==> src/rtl/branch_redirect_ctrl_if.sv <==
`default_nettype none
// +----------------------------------------------------------------------------+
// | branch_redirect_ctrl_if : EX-side resolution inputs and fetch-side controls |
// | Revision: 1.0                                                               |
// +----------------------------------------------------------------------------+
interface branch_redirect_ctrl_if #(
   parameter int XLEN  = 32,
   parameter int CNT_W = 16
);
   logic             ex_valid;
   logic             ex_is_branch;
   logic             ex_is_jal;
   logic             ex_is_jalr;
   logic             cond_taken;
   logic [XLEN-1:0]  ex_pc;
   logic [XLEN-1:0]  ex_imm;
   logic [XLEN-1:0]  ex_rs1;
   logic             stall;
   logic             redirect_valid;
   logic [XLEN-1:0]  pc_target;
   logic             flush_if_id;
   logic             flush_id_ex;
   logic             misalign_err;
   logic [CNT_W-1:0] branch_cnt;
   logic [CNT_W-1:0] taken_cnt;

   modport master (
      output ex_valid, ex_is_branch, ex_is_jal, ex_is_jalr, cond_taken,
      output ex_pc, ex_imm, ex_rs1, stall,
      input  redirect_valid, pc_target, flush_if_id, flush_id_ex, misalign_err,
      input  branch_cnt, taken_cnt
   );

   modport slave (
      input  ex_valid, ex_is_branch, ex_is_jal, ex_is_jalr, cond_taken,
      input  ex_pc, ex_imm, ex_rs1, stall,
      output redirect_valid, pc_target, flush_if_id, flush_id_ex, misalign_err,
      output branch_cnt, taken_cnt
   );
endinterface
`default_nettype wire

==> src/rtl/branch_redirect_ctrl.sv <==
`default_nettype none
// +----------------------------------------------------------------------------+
// | branch_redirect_ctrl : branch/JAL/JALR redirect, flush and branch stats     |
// | Revision: 1.0                                                               |
// +----------------------------------------------------------------------------+
module branch_redirect_ctrl #(
   parameter int XLEN  = 32,
   parameter int CNT_W = 16
) (
   input  wire logic              clk,
   input  wire logic              rst_n,
   branch_redirect_ctrl_if.slave  bus
);
   typedef enum logic [0:0] {
      ST_IDLE     = 1'b0,
      ST_REDIRECT = 1'b1
   } state_t;

   localparam logic [CNT_W-1:0] C_CNT_MAX = {CNT_W{1'b1}};
   localparam logic [CNT_W-1:0] C_CNT_ONE = {{(CNT_W-1){1'b0}}, 1'b1};
   localparam logic [XLEN-1:0]  C_LSB_CLR = {{(XLEN-1){1'b1}}, 1'b0};

   state_t           state_q, state_d;
   logic             redirect_q, redirect_d;
   logic [XLEN-1:0]  target_q, target_d;
   logic             misalign_q, misalign_d;
   logic [CNT_W-1:0] branch_cnt_q, branch_cnt_d;
   logic [CNT_W-1:0] taken_cnt_q, taken_cnt_d;

   logic             w_accept;
   logic             w_sel_jalr;
   logic             w_sel_jal;
   logic             w_sel_br;
   logic             w_resolve;
   logic [XLEN-1:0]  w_target;

   // JALR wins over JAL, JAL over a conditional branch, when decode sets several flags.
   always_comb begin
      w_accept   = (state_q == ST_IDLE) && bus.ex_valid && !bus.stall;
      w_sel_jalr = bus.ex_is_jalr;
      w_sel_jal  = !bus.ex_is_jalr && bus.ex_is_jal;
      w_sel_br   = !bus.ex_is_jalr && !bus.ex_is_jal && bus.ex_is_branch;
      w_target   = w_sel_jalr ? ((bus.ex_rs1 + bus.ex_imm) & C_LSB_CLR)
                              : (bus.ex_pc + bus.ex_imm);
      w_resolve  = w_accept && (w_sel_jalr || w_sel_jal || (w_sel_br && bus.cond_taken));
   end

   always_comb begin
      state_d      = state_q;
      redirect_d   = redirect_q;
      target_d     = target_q;
      misalign_d   = 1'b0;
      branch_cnt_d = branch_cnt_q;
      taken_cnt_d  = taken_cnt_q;

      case (state_q)
         ST_IDLE: begin
            redirect_d = 1'b0;
            misalign_d = w_resolve && w_target[1];
            if (w_resolve && !w_target[1]) begin
               state_d    = ST_REDIRECT;
               redirect_d = 1'b1;
               target_d   = w_target;
            end
         end
         ST_REDIRECT: begin
            // Whatever sits in EX now is wrong-path and is never evaluated.
            if (!bus.stall) begin
               state_d    = ST_IDLE;
               redirect_d = 1'b0;
            end
         end
         default: begin
            state_d    = ST_IDLE;
            redirect_d = 1'b0;
         end
      endcase

      if (w_accept && w_sel_br) begin
         if (branch_cnt_q != C_CNT_MAX) begin
            branch_cnt_d = branch_cnt_q + C_CNT_ONE;
         end
         if (bus.cond_taken && (taken_cnt_q != C_CNT_MAX)) begin
            taken_cnt_d = taken_cnt_q + C_CNT_ONE;
         end
      end
   end

   always_ff @(posedge clk or negedge rst_n) begin
      if (!rst_n) begin
         state_q      <= ST_IDLE;
         redirect_q   <= 1'b0;
         target_q     <= '0;
         misalign_q   <= 1'b0;
         branch_cnt_q <= '0;
         taken_cnt_q  <= '0;
      end else begin
         state_q      <= state_d;
         redirect_q   <= redirect_d;
         target_q     <= target_d;
         misalign_q   <= misalign_d;
         branch_cnt_q <= branch_cnt_d;
         taken_cnt_q  <= taken_cnt_d;
      end
   end

   assign bus.redirect_valid = redirect_q;
   assign bus.flush_if_id    = redirect_q;
   assign bus.flush_id_ex    = redirect_q;
   assign bus.pc_target      = target_q;
   assign bus.misalign_err   = misalign_q;
   assign bus.branch_cnt     = branch_cnt_q;
   assign bus.taken_cnt      = taken_cnt_q;
endmodule
`default_nettype wire

==> src/flat_wrapper.sv <==
// flat-port wrapper written by rule: the top's interface ports become plain ports
module branch_redirect_ctrl_flat 
#(
   parameter int XLEN  = 32,
   parameter int CNT_W = 16
)
  (clk, rst_n, bus_ex_valid, bus_ex_is_branch, bus_ex_is_jal, bus_ex_is_jalr, bus_cond_taken, bus_ex_pc, bus_ex_imm, bus_ex_rs1, bus_stall, bus_redirect_valid, bus_pc_target, bus_flush_if_id, bus_flush_id_ex, bus_misalign_err, bus_branch_cnt, bus_taken_cnt);
  branch_redirect_ctrl_if #(.XLEN(XLEN), .CNT_W(CNT_W)) bus_i ();
  input  wire logic clk;
  input  wire logic rst_n;
  input wire logic [$bits(bus_i.ex_valid)-1:0] bus_ex_valid;
  input wire logic [$bits(bus_i.ex_is_branch)-1:0] bus_ex_is_branch;
  input wire logic [$bits(bus_i.ex_is_jal)-1:0] bus_ex_is_jal;
  input wire logic [$bits(bus_i.ex_is_jalr)-1:0] bus_ex_is_jalr;
  input wire logic [$bits(bus_i.cond_taken)-1:0] bus_cond_taken;
  input wire logic [$bits(bus_i.ex_pc)-1:0] bus_ex_pc;
  input wire logic [$bits(bus_i.ex_imm)-1:0] bus_ex_imm;
  input wire logic [$bits(bus_i.ex_rs1)-1:0] bus_ex_rs1;
  input wire logic [$bits(bus_i.stall)-1:0] bus_stall;
  output wire logic [$bits(bus_i.redirect_valid)-1:0] bus_redirect_valid;
  output wire logic [$bits(bus_i.pc_target)-1:0] bus_pc_target;
  output wire logic [$bits(bus_i.flush_if_id)-1:0] bus_flush_if_id;
  output wire logic [$bits(bus_i.flush_id_ex)-1:0] bus_flush_id_ex;
  output wire logic [$bits(bus_i.misalign_err)-1:0] bus_misalign_err;
  output wire logic [$bits(bus_i.branch_cnt)-1:0] bus_branch_cnt;
  output wire logic [$bits(bus_i.taken_cnt)-1:0] bus_taken_cnt;
  assign bus_i.ex_valid = bus_ex_valid;
  assign bus_i.ex_is_branch = bus_ex_is_branch;
  assign bus_i.ex_is_jal = bus_ex_is_jal;
  assign bus_i.ex_is_jalr = bus_ex_is_jalr;
  assign bus_i.cond_taken = bus_cond_taken;
  assign bus_i.ex_pc = bus_ex_pc;
  assign bus_i.ex_imm = bus_ex_imm;
  assign bus_i.ex_rs1 = bus_ex_rs1;
  assign bus_i.stall = bus_stall;
  assign bus_redirect_valid = bus_i.redirect_valid;
  assign bus_pc_target = bus_i.pc_target;
  assign bus_flush_if_id = bus_i.flush_if_id;
  assign bus_flush_id_ex = bus_i.flush_id_ex;
  assign bus_misalign_err = bus_i.misalign_err;
  assign bus_branch_cnt = bus_i.branch_cnt;
  assign bus_taken_cnt = bus_i.taken_cnt;
  branch_redirect_ctrl #(.XLEN(XLEN), .CNT_W(CNT_W)) u_core (.clk(clk), .rst_n(rst_n), .bus(bus_i));
endmodule
==> config.mk <==
export PLATFORM = sky130hd
export DESIGN_NAME = branch_redirect_ctrl_flat
export DESIGN_NICKNAME = d
export VERILOG_FILES = /design/src/rtl/branch_redirect_ctrl_if.sv /design/src/rtl/branch_redirect_ctrl.sv /design/src/flat_wrapper.sv
export SDC_FILE = /design/constraint.sdc
export NUM_CORES = 1
export LEC_CHECK = 0
export CORE_MARGIN = 3
export CORE_UTILIZATION = 35
export CTS_CLUSTER_DIAMETER = 100
export DETAILED_ROUTE_END_ITERATION = 6
export SLEW_MARGIN = 20
export SYNTH_ARGS = -nofsm -noshare
export SYNTH_HDL_FRONTEND = slang
export SYNTH_SLANG_ARGS = --single-unit
==> constraint.sdc <==
create_clock -name clk -period 2.7 [get_ports clk]
set_input_delay 0.27 -clock clk [delete_from_list [all_inputs] [get_ports clk]]
set_output_delay 0.27 -clock clk [all_outputs]
set_load 0.005 [all_outputs]
==> results by group, run 1 <==
Global route
  • Vias in the first global route: 6653
  • Initial antenna violation count: 0
  • Total grt overflow: 0
  • Largest net degree at the start of global routing: 68
  • GRT Overall Usage: 20.9%
  • First-pass GRT wire length: 33400 µm

Placement
  • Hpwl dp: 16800 µm
  • Input/output buffers: 171
  • RePlAce Congestion: 0.879

Cells and area
  • Register area: 1680 µm²
  • Area of the multi-input gates: 4950 µm²
  • Layout cells sized above 1: 26.7%
  • Number of fillers in the final layout: 1479
  • Area delta synth->final: 69.6%
  • Final nets: 1252
  • Finished Core Util: 61.6%
  • Antenna diode count: 0

Floorplan
  • Total core area: 16900 µm²
  • Die Y-Extent: 138 µm
  • Die W: 138 µm
  • IO Pins: 172
  • Die Area: 19100 µm²
  • Initial Util: 36.3%
  • Row count: 47

Timing
  • Final Hold Viols: 0
  • Final Cycle Share: 98.5%
  • Slew HR: 72.7%
  • RSZ-0062 raised after global routing: true
  • Max-slew violation count: 0
  • Max Freq: 376 MHz
  • Final setup vio count: 0
  • Skew final: 0.0117 ns
  • TNS Setup: 0 ns
  • Minimum clock period after layout: 2.66 ns
  • Slew of the pin with the lowest slew margin: 0.410 ns

Pwr
  • Maximum VDD drop: 0.000343 V
  • LEAKAGE: 4.72 nW
  • Final Power: 5.02 mW
  • Power Dens Cells: 483 nW/µm²

Setup path
  • Critical path startpoint category: primary input
  • CP Data Arrival Time: 2.85 ns
  • Max FO, Critical Path: 3
  • Crit Path Class: in -> reg
  • CP delay by family, top: compound AO/OA/AOI/OAI gates
  • CP max-delay cell: a2111oi_1
  • Max incr delay on CP: 0.36 ns
  • Critical path, cell by cell: dlygate4sd2_1 > ha_4 > nor2b_4 > o31a_1 > buf_4 > o311ai_2 > buf_4 > a21oi_2 > a2111oi_1 > or3_4 > nor3_1 > o311ai_1 > o311ai_1
  • Crit end category: register
  • CP Buf/Inv Count: 3
  • CP required: 2.89 ns

Synthesis
  • Post-synth EDFFs: 0
  • Largest area contributor in the netlist: dfrtp_1
  • Mapped Area: 6130 µm²
  • Synth cell count leaders: 80 x nand2_1, 68 x nor2_1, 67 x dfrtp_1, 66 x a21oi_1, 63 x ha_1
  • Post-Syn Area per Cell: 8.21 µm²
  • Yosys warnings: 0
  • Top cell type's share of synthesized area: 27.4%
  • Synth Register Bits: 67
  • Top post-synthesis cells by area: dfrtp_1 27%, ha_1 13%, xnor2_1 7.7%
  • Post-synthesis sequential area ratio: 27.4%
  • Cell count after synthesis: 746
  • Main synth FF type: dfrtp_1
  • Syn_nets: 915
  • Count leader, synth: nand2_1
  • Post-synthesis async set-or-reset flop share: 100%
  • Post-synth cell types: 65

Drt
  • Post-DRT Antenna Nets: 0
  • Total Routed Length: 20900 µm
  • Vias per inst: 5.20
  • Routed wire length per instance: 16.0 µm
  • First-pass iteration count of the detailed router: 5
  • Vias: 6803
  • Iteration-0 DRC Markers: 321
  • DRC Markers: 0

Clock network
  • Clock slew at reported path FFs: 0.06 ns
  • Root buf cell: clkbuf_16
  • CTS sink count: 67
  • CTS HTree Levels: 3
  • Worst-case clock buffer depth: 2
  • CTS tree: done
  • Skew-Pair Late Insertion Delay: 0.33 ns
  • CTS buffer count: 9

Job
  • Max-capacitance violation count: 0

Status
  • Status: finished clean

Min path
  • Tightest Hold Check Type: in -> reg
-- through the flow --
stage                     hold WS [ns]  cell area [µm²]  setup slack, ns  std cells
after floorplan                -0.0256             6130            0.201        746
after detailed placement         0.327             9270           -0.585       1280
after global routing             0.374            10400          -0.0677       1308
final                            0.364            10400           0.0415       1308
after global placement           0.327             9270           -0.537       1280
after CTS                        0.477             9790          -0.0186       1300
-- flip-flops by register name, summed over array words and instances, names as in the netlist --
name and flops:
u_core.bus.taken_cnt 16, u_core.bus.branch_cnt 16, u_core.bus.misalign_err 1, u_core.bus.flush_id_ex 1, u_core.state_q 1, u_core.bus.pc_target 32
-- tightest hold or removal path, stage by stage --
cell	delay [ns]
dlymetal6s2s_1	0.10
ha_2	0.16
nand3_1	0.07
nand2_1	0.06
-- logic make-up after synthesis --
| group | synth area share (%) |
|---|---|
| adder cells (fa/ha/maj) | 13.5 |
| XOR/XNOR | 11.1 |
| AO/OA/AOI/OAI | 22.9 |
| buffers and inverters | 2.41 |
| multiplexers | 1.88 |
| flip-flops | 27.4 |
| AND/OR/NAND/NOR | 20.8 |
-- worst paths after layout --
check / start / endpoint / slack [ns] / depth (start not counted)
worst min register to register: u_core.bus.pc_target[15] / u_core.bus.pc_target[15] / 0.47 / 2
min in group asynchronous: rst_n / u_core.bus.taken_cnt[3] / 0.49 / 3
worst max register to register: u_core.bus.branch_cnt[3] / u_core.bus.branch_cnt[7] / 0.34 / 9
worst min-delay path: bus_ex_pc[0] / u_core.bus.pc_target[0] / 0.36 / 4
worst max-delay path: bus_ex_imm[2] / u_core.bus.pc_target[30] / 0.04 / 13
max in group asynchronous: rst_n / u_core.bus.branch_cnt[13] / 1.90 / 3
-- where the power goes --
group	leakage [nW]	switching, mW	internal (mW)
Sequential	0.875	0.172	1.23
Combinational	3.68	1.02	1.32
Clock	0.163	0.441	0.835
Total	4.72	1.63	3.38
-- cell type report --
cell class	instances	share of cell area (%)
well taps	220	2.65
flip-flops and latches	67	16.1
multi-input cells	642	47.7
inverters	17	0.614
clock inverters	6	0.843
clock buffers	10	2.30
repair buffers	346	29.8
-- cells in the final DEF (no fill, tap or decap), types with 17 or more instances in the layout --
cell and instances:
buf_4 170, clkdlybuf4s50_1 128, nand2_1 77, nor2_1 67, dfrtp_1 67, xnor2_1 54
a21oi_1 52, o21ai_0 47, ha_1 34, dlymetal6s2s_1 28, nand3_1 27, ha_4 27
xor2_1 24, nor3_1 17
-- per-layer routing --
| metal | track usage, % | share of wire (%) | vias to the layer above |
|---|---|---|---|
| met1 | 31.0 | 48 | 3184 |
| met2 | 33.1 | 46 | 196 |
| li1 | - | - | 3406 |
| met5 | 0 | 0 | - |
| met4 | 3.43 | 0.96 | 0 |
| met3 | 2.80 | 5.0 | 17 |
-- what timing repair did --
action,CTS,global route
endpoints found under the hold margin,67,0
cloned,0,0
buffers inserted,3,9
pin swaps,30,49
resized for setup,44,100
hold buffers,1,0
endpoints found under the setup margin,10,16
No activity file was read; power rests on OpenSTA's default activity.
==> inputs of run 2 (changes only) <==
--- a/config.mk
+++ b/config.mk
@@ -5,7 +5,7 @@
 export SDC_FILE = /design/constraint.sdc
 export NUM_CORES = 1
 export LEC_CHECK = 0
-export CORE_MARGIN = 3
+export CORE_MARGIN = 1.5
 export CORE_UTILIZATION = 35
 export CTS_CLUSTER_DIAMETER = 100
 export DETAILED_ROUTE_END_ITERATION = 6
==> run 2 against run 1 <==
Effect of this change:
- critical path depth is 1 lower
- sequential share of layout area is 0.16 points lower
- count of clock-buffer cells in the layout is 1 lower
- first-iteration DRC count is 9.7% lower
- critical endpoint is now u_core.bus.pc_target[29]
- register-to-register slack hardly changed
- routed wire length is 1.1% lower
- sequential power hardly changed
- global-route usage is 1.0 points higher
- combinational power hardly changed
- cell area is 1.0% higher
==> results by group, run 2 (synthesis gave the netlist of run 1 again) <==
Status
  • Status: finished clean

Global route
  • Largest net degree at the start of global routing: 59 (-13%)
  • First-pass GRT wire length: 32100 µm (-4.0%)
  • Initial antenna violation count: 0 (unchanged)
  • Vias in the first global route: 6487 (-2.5%)
  • Total grt overflow: 0 (unchanged)
  • GRT Overall Usage: 22.0% (+1.0 points)

Timing
  • Worst hold slack: 0.333 ns (-0.0315 ns)
  • RSZ-0062 raised after global routing: true
  • Final Cycle Share: 98.4% (about the same)
  • Minimum clock period after layout: 2.66 ns (-0.00121 ns)
  • Max-slew violation count: 0 (unchanged)
  • Max Freq: 376 MHz (about the same)
  • Skew final: 0.00546 ns (-0.00622 ns)
  • Slew HR: 73.9% (+1.2 points)
  • Final Hold Viols: 0 (unchanged)
  • Slew of the pin with the lowest slew margin: 0.391 ns (-0.0186 ns)
  • Worst Setup Slack, final: 0.0427 ns (+0.00121 ns)
  • Final setup vio count: 0 (unchanged)

Setup path
  • CP Data Arrival Time: 2.87 ns (+0.02 ns)
  • Max FO, Critical Path: 3 (unchanged)
  • Crit end category: register
  • Critical path startpoint category: primary input
  • R2R Setup Slk: 0.34 ns (about the same)
  • CP required: 2.92 ns (+0.03 ns)
  • Reg2reg path depth: 9 (unchanged)
  • FF-to-FF End: u_core.bus.branch_cnt[7]
  • RR Startpoint: u_core.bus.branch_cnt[3]
  • Crit Path Class: in -> reg

Cells and area
  • Max reg flops: 32 (unchanged)
  • Commonest non-fill, non-tap cell in the layout: buf_4
  • Layout cells sized above 1: 27.3% (+0.68 points)
  • Final nets: 1258 (+0.48%)
  • Area delta synth->final: 71.3%
  • Commonest non-fill, non-tap cells in the layout: 176 x buf_4, 125 x clkdlybuf4s50_1, 78 x nand2_1
  • Design area: 10500 µm² (+1.0%)
  • Antenna diode count: 0 (unchanged)
  • Number of fillers in the final layout: 1513 (+2.3%)

Drt
  • Total Routed Length: 20700 µm (-1.1%)
  • First-pass iteration count of the detailed router: 5 (unchanged)
  • Vias: 6727 (-1.1%)
  • Iteration-0 DRC Markers: 290 (-9.7%)
  • Vias per inst: 5.10 (-1.9%)
  • DRC Markers: 0 (unchanged)
  • Routed wire length per instance: 15.7 µm (-1.9%)
  • Post-DRT Antenna Nets: 0 (unchanged)

Placement
  • Hpwl dp: 16500 µm (-1.9%)
  • Input/output buffers: 171 (unchanged)
  • Placed instance area: 9320 µm² (+0.55%)
  • Pre-CTS setup slack: -0.603 ns (-0.0174 ns)
  • RePlAce Congestion: 0.888 (+1.0%)

Floorplan
  • IO Pins: 172 (unchanged)
  • Row count: 48 (+2.1%)
  • Die Area: 18300 µm² (-4.3%)
  • Die W: 135 µm (-2.2%)
  • Die Y-Extent: 135 µm (-2.2%)
  • Initial Util: 35.7% (-0.63 points)
  • Total core area: 17200 µm² (+1.8%)

Clock network
  • CTS buffer count: 9 (unchanged)
  • CTS sink count: 67 (unchanged)
  • Clock slew at reported path FFs: 0.06 ns (about the same)
  • Root buf cell: clkbuf_16
  • Worst-case clock buffer depth: 2 (unchanged)
  • Skew-Pair Late Insertion Delay: 0.33 ns (about the same)
  • CTS tree: done
  • CTS HTree Levels: 3 (unchanged)

Job
  • Max-capacitance violation count: 0 (unchanged)

Pwr
  • Maximum VDD drop: 0.000298 V (-13%)
  • Power Dens Cells: 474 nW/µm² (-1.9%)
  • LEAKAGE: 4.82 nW (+2.0%)

Min path
  • Tightest Hold Check Type: in -> async
==> run 2: stage by stage <==
step	power, mW	cells	TNS (ns)	utilization (%)
3_5_place_dp	3.58	1291	-7.40	54.3
5_1_grt	5.28	1319	-0.209	61.1
6_report	4.97	1319	0	61.1
2_1_floorplan	2.31	746	0	-
3_3_place_gp	3.57	1291	-6.67	54.3
4_1_cts	4.86	1312	-0.121	57.2
==> run 2: how the worst max path moves through the flow <==
| stage | start | to | cells after the start | slack [ns] |
|---|---|---|---|---|
| after floorplan | bus_ex_rs1[2] | u_core.bus.pc_target[30] | 10 | 0.20 |
| after global placement | bus_ex_imm[1] | u_core.bus.pc_target[30] | 13 | -0.56 |
| after detailed placement | bus_ex_imm[1] | u_core.bus.pc_target[30] | 13 | -0.60 |
| after CTS | bus_ex_imm[10] | u_core.bus.pc_target[30] | 12 | -0.12 |
| after global routing | bus_ex_rs1[19] | u_core.bus.pc_target[30] | 12 | -0.09 |
| final | bus_ex_pc[8] | u_core.bus.pc_target[29] | 12 | 0.04 |
==> run 2: repair_timing <==
action / CTS / global route
hold buffers: 1 / 0
buffers inserted: 5 / 7
resized for setup: 37 / 114
endpoints found under the setup margin: 10 / 15
endpoints found under the hold margin: 9 / 0
pin swaps: 22 / 49
==> run 2: layout make-up <==
cell class                 count  area, µm²  area share [%]
clock buffer                   9        225            2.15
clock inverter                 7       83.8           0.799
inverter                      17       63.8           0.608
multi-input combinational    642       4990            47.5
sequential                    67       1680            16.0
tap                          225        282            2.68
timing repair buffer         352       3180            30.3
==> run 2: layer usage <==
metal | GRT usage (%) | share of wire (%) | up-vias
li1 | - | - | 3402
met1 | 31.5 | 49 | 3111
met2 | 35.4 | 46 | 195
met3 | 2.17 | 3.9 | 19
met4 | 5.26 | 1.3 | 0
met5 | 0 | 0 | -
==> run 2: where the power goes <==
group / internal, mW / switching (mW)
registers: 1.23 / 0.159
logic: 1.34 / 1.04
clock network: 0.731 / 0.477
==> run 2: critical path, cell delays in order <==
cell,delay (ns)
clkdlybuf4s50_1,0.50
ha_4,0.22
a21oi_2,0.15
nor2_1,0.07
a211oi_2,0.19
buf_4,0.17
a31oi_4,0.09
a21bo_2,0.23
o31ai_4,0.26
o31ai_2,0.10
mux2_1,0.32
a211o_1,0.29
==> inputs of run 3 (changes only) <==
--- a/config.mk
+++ b/config.mk
@@ -9,6 +9,7 @@
 export CORE_UTILIZATION = 35
 export CTS_CLUSTER_DIAMETER = 100
 export DETAILED_ROUTE_END_ITERATION = 6
+export GPL_ROUTABILITY_DRIVEN = 1
 export SLEW_MARGIN = 20
 export SYNTH_ARGS = -nofsm -noshare
 export SYNTH_HDL_FRONTEND = slang
==> results of run 3 <==
Same layout as run 2: the final DEF is identical, and so are final timing and power.
